### src/rtl/fifo_pkg.sv
// Shared definitions for the asynchronous FIFO: default address width,
// pointer width and the binary-to-Gray helper used by both clock domains.
package fifo_pkg;

  localparam int ADDR_W = 3;
  localparam int PTR_W  = ADDR_W + 1;

  // Works on a 32-bit container so any pointer width can cast the result down.
  function automatic logic [31:0] bin2gray(input logic [31:0] bin);
    return bin ^ (bin >> 1);
  endfunction

endpackage

### src/rtl/gray_decoder.sv
// Gray-to-binary decoder, parameterised in width (default matches the
// FIFO pointer width).
module gray_decoder #(
  parameter int W = fifo_pkg::PTR_W
) (
  input  logic [W-1:0] gray,
  output logic [W-1:0] bin
);

  // Each binary bit is the XOR of all Gray bits at or above it.
  always_comb begin
    bin = '0;
    bin[W-1] = gray[W-1];
    for (int i = W - 2; i >= 0; i--) begin
      bin[i] = bin[i+1] ^ gray[i];
    end
  end

endmodule

### src/rtl/ptr_sync_2ff.sv
// Two-stage flip-flop synchroniser for a Gray-coded pointer crossing into
// the local clock domain.
module ptr_sync_2ff #(
  parameter int W = fifo_pkg::PTR_W
) (
  input  logic         clk,
  input  logic         rst_n,
  input  logic [W-1:0] d,
  output logic [W-1:0] q
);

  logic [W-1:0] rq1;

  always_ff @(posedge clk or negedge rst_n) begin
    if (!rst_n) begin
      rq1 <= '0;
      q   <= '0;
    end else begin
      rq1 <= d;
      q   <= rq1;
    end
  end

endmodule

### src/rtl/fifo_write_ctrl.sv
// Write-side pointer and registered full-flag controller of the async FIFO.
// Optional sticky overflow flag is built when FIFO_OVERFLOW_EN is defined.
module fifo_write_ctrl
  import fifo_pkg::*;
#(
  parameter int ADDR_W = fifo_pkg::ADDR_W
) (
  input  logic              write_clk,
  input  logic              rst_n,
  input  logic              wr_en,
  input  logic [ADDR_W:0]   read_ptr_gray,
  output logic [ADDR_W:0]   write_ptr_gray,
  output logic [ADDR_W-1:0] write_addr,
  output logic              mem_we,
  output logic              full
`ifdef FIFO_OVERFLOW_EN
  ,
  output logic              overflow
`endif
);

  localparam int PW = ADDR_W + 1;

  logic [PW-1:0] write_ptr;
  logic [PW-1:0] write_ptr_next;
  logic [PW-1:0] write_gray_next;
  logic [PW-1:0] rq2;
  logic [PW-1:0] rptr_bin;
  logic          accept;
  logic          full_next;

  ptr_sync_2ff #(.W(PW)) u_rptr_sync (
    .clk   (write_clk),
    .rst_n (rst_n),
    .d     (read_ptr_gray),
    .q     (rq2)
  );

  gray_decoder #(.W(PW)) u_rptr_dec (
    .gray (rq2),
    .bin  (rptr_bin)
  );

  assign accept          = wr_en & ~full;
  assign mem_we          = accept;
  assign write_addr      = write_ptr[ADDR_W-1:0];
  assign write_ptr_next  = write_ptr + {{ADDR_W{1'b0}}, accept};
  assign write_gray_next = PW'(bin2gray(32'(write_ptr_next)));

  // Full looks ahead at the post-write pointer so the last free slot flags full on its own edge.
  assign full_next = (write_ptr_next[ADDR_W] != rptr_bin[ADDR_W]) &&
                     (write_ptr_next[ADDR_W-1:0] == rptr_bin[ADDR_W-1:0]);

  always_ff @(posedge write_clk or negedge rst_n) begin
    if (!rst_n) begin
      write_ptr      <= '0;
      write_ptr_gray <= '0;
      full           <= 1'b0;
    end else begin
      write_ptr      <= write_ptr_next;
      write_ptr_gray <= write_gray_next;
      full           <= full_next;
    end
  end

`ifdef FIFO_OVERFLOW_EN
  always_ff @(posedge write_clk or negedge rst_n) begin
    if (!rst_n) begin
      overflow <= 1'b0;
    end else if (wr_en && full) begin
      overflow <= 1'b1;
    end
  end
`endif

endmodule

### config.mk
export PLATFORM = sky130hd
export DESIGN_NAME = fifo_write_ctrl
export DESIGN_NICKNAME = d
export VERILOG_FILES = /design/src/rtl/fifo_pkg.sv /design/src/rtl/gray_decoder.sv /design/src/rtl/ptr_sync_2ff.sv /design/src/rtl/fifo_write_ctrl.sv
export SDC_FILE = /design/constraint.sdc
export NUM_CORES = 1
export LEC_CHECK = 0
export ABC_AREA = 1
export BUFFER_PORTS_ARGS = -buffer_cell sky130_fd_sc_hd__buf_2
export CORE_MARGIN = 2
export CORE_UTILIZATION = 45
export CTS_BUF_LIST = sky130_fd_sc_hd__clkbuf_16
export CTS_CLUSTER_SIZE = 28
export DETAILED_ROUTE_END_ITERATION = 7
export PLACE_DENSITY = 0.69
export SLEW_MARGIN = 20
export SYNTH_ARGS = -nofsm -noshare
export SYNTH_HDL_FRONTEND = slang
export SYNTH_SLANG_ARGS = --single-unit
### constraint.sdc
create_clock -name write_clk -period 2.1 [get_ports write_clk]
set_clock_uncertainty 0.2 [all_clocks]
set_input_delay 0.105 -clock write_clk [delete_from_list [all_inputs] [get_ports write_clk]]
set_output_delay 0.105 -clock write_clk [all_outputs]
set_load 0.05 [all_outputs]
==> out/qor.csv <==
metric;value;unit
status;finished, final reports clean;
part of the power in registers;0.290;
core area;1330;sq um
DRC Markers;0;
f_max;564;MHz
R2R Setup Slk;0.33;ns
Worst Hold Path EP;write_ptr[0]$_DFF_PN0_;
Reg2Reg Capture Point;full$_DFF_PN0_;
total power;1.55;mW
CTS clk-pin slew, worst paths;0.05;ns
fillcell total;107;
combinational share of power;0.475;
num rows;13;
DIE HEIGHT;42.2;um
NetSw;701;uW
initial antenna violation count;0;
crit path time final;1.77;ns
Worst EP required;2.08;ns
final period utilization;0.845;
share of layout cells above drive strength 1;0.253;
Final nets;100;
maxcap violations;0;
hold depth;5;
DRT Pass-1 Iters;4;
switch share;0.451;
cell area after synthesis;656;sq um
utilization after layout;0.659;
Initial Util;0.492;
Synth Warn #;0;
Tightest Pin Transition;0.333;ns
largest net degree at the start of global routing;17;
WL final;1020;um
Max Slew Vio Count;0;
PwrDens;1770;nW/um^2
HP Start;wr_en;
Vias;486;
most frequent cells in the layout;19 x nand2_1, 16 x dfrtp_1, 15 x buf_2, 12 x inv_1, 8 x nand3_1;
total gr overflow;0;
Leakage;0.484;nW
# diodes;0;
CP Capture Type;flip-flop;
Root Driver;clkbuf_16;
Die ar.;1780;sq um
worst skew pair latency;0.24;ns
post-synthesis instance total;67;
P_int;852;uW
worst hold-check path type;primary input to flip-flop;
final setup fails;0;
Peak supply drop;874;uV
Hold Violations, Final;0;
CTS tree;yes;
RSZ-0062 raised after global routing;no;
H-tree depth;1;
Worst EP arrival;1.75;ns
critical path class;flip-flop to flip-flop;
Die Wd;42.2;um
GP Congestion;0.775;
Max-slew headroom;0.778;
CTS Sinks;16;
placed wire-length estimate;721;um
vias per inst;4.58;
vias in the first global route;425;
crit-path max FO;5;
Worst Setup SP;write_ptr[0]$_DFF_PN0_;
worst r2r src;write_ptr[0]$_DFF_PN0_;
port bufs;15;
Startpoint Class;flip-flop;
FF+latch count, synth;16;
post-synthesis sequential area ratio;0.611;
first-pass GRT wire length;1640;um
commonest non-fill, non-tap cell in the layout;nand2_1;
Synthesized Nets;75;
WL per Instance;9.66;um
post-cts resize count;0;
Synth Area per Inst;9.79;sq um
clock share of power;0.235;
IO Pins;16;
Cell variety after synth;13;
Final TNS setup;0;ns
Max Root-Sink Buffers;2;
Synth-to-Final Area Change;34.0;%
clock buffer count from CTS;3;
gr usage total;0.127;
DRT iter0 DRCs;2;
post-route ant nets;0;
worst reg-to-reg path cell count;10;
[per-layer routing]
| metal | share of wire | routed length (um) | vias up | track usage |
|---|---|---|---|---|
| li1 | - | - | 247 | - |
| met1 | 0.42 | 426 | 223 | 0.142 |
| met2 | 0.53 | 540 | 16 | 0.209 |
| met3 | 0.057 | 58 | 0 | 0.0517 |
| met4 | 0 | 0 | 0 | 0.0563 |
| met5 | 0 | 0 | - | 0 |
[critical path, cell delays in order, from the launching register on]
cell and delay (ns):
dfrtp_1 0.38, nand3_1 0.20, inv_1 0.08, ha_1 0.23, xnor2_1 0.26, nand2_1 0.08, nand2_1 0.07, nand2_1 0.05
clkinv_1 0.04, nand2_2 0.04, nor2_2 0.08
[synthesized netlist by cell type (all sizes together)]
master	n	area, sq um
xor2	4	42.6
dfrtp	16	400
o21ai	1	8.76
nand2	21	83.8
inv	12	45.0
ha	1	12.5
clkinv	1	3.75
xnor2	1	8.76
nor2	2	10.0
nand3	8	40.0
[worst max-delay path by stage]
stage	to	slack (ns)	cells after the start
after floorplan	full$_DFF_PN0_	0.12	11
after CTS	full$_DFF_PN0_	0.30	10
after global routing	full$_DFF_PN0_	0.17	10
after global placement	full$_DFF_PN0_	0.34	10
final	full$_DFF_PN0_	0.33	10
after detailed placement	full$_DFF_PN0_	0.33	10
[kinds of logic after synthesis]
family,Yosys count,share of synthesized area
compound gates,1,0.0134
flops,16,0.611
simple gates,31,0.204
fa+ha+maj,1,0.0191
buf+inv,13,0.0744
xor+xnor,5,0.0783
[power by group through the flow]
stage	clock network (mW)	registers (mW)	logic, mW
2_1_floorplan	0	0.730	0.313
3_3_place_gp	0	0.454	0.729
3_5_place_dp	0	0.458	0.732
4_1_cts	0.371	0.453	0.745
5_1_grt	0.386	0.462	0.791
6_report	0.364	0.451	0.738
[repair_timing]
item	in CTS	in global routing
hold buffers	5	0
endpoints found under the hold margin	20	0
buffers inserted	0	0
[cell type report]
type	instances	area, sq um	share of cell area
sequential	16	400	0.456
multi-input combinational	38	206	0.235
timing repair buffer	20	125	0.142
clock buffer	3	75.1	0.0855
inverter	13	48.8	0.0556
tap	15	18.8	0.0214
clock inverter	1	3.75	0.00427
[state kept, by name, indices dropped and copies added (netlist names)]
signal,count
write_ptr,4
u_rptr_sync.rq1,4
full,1
u_rptr_sync.q,4
write_ptr_gray,3
[per-stage QoR]
step                cell area, sq um  setup slack (ns)  cells  hold WS [ns]
finish                           878             0.326    106        0.0694
global route                     878             0.168    106         0.115
CTS                              878             0.301    106        0.0689
detailed placement               749             0.331     97        -0.167
global placement                 749             0.341     97        -0.170
floorplan                        656             0.118     67        -0.391
No activity file was read; power rests on OpenSTA's default activity.
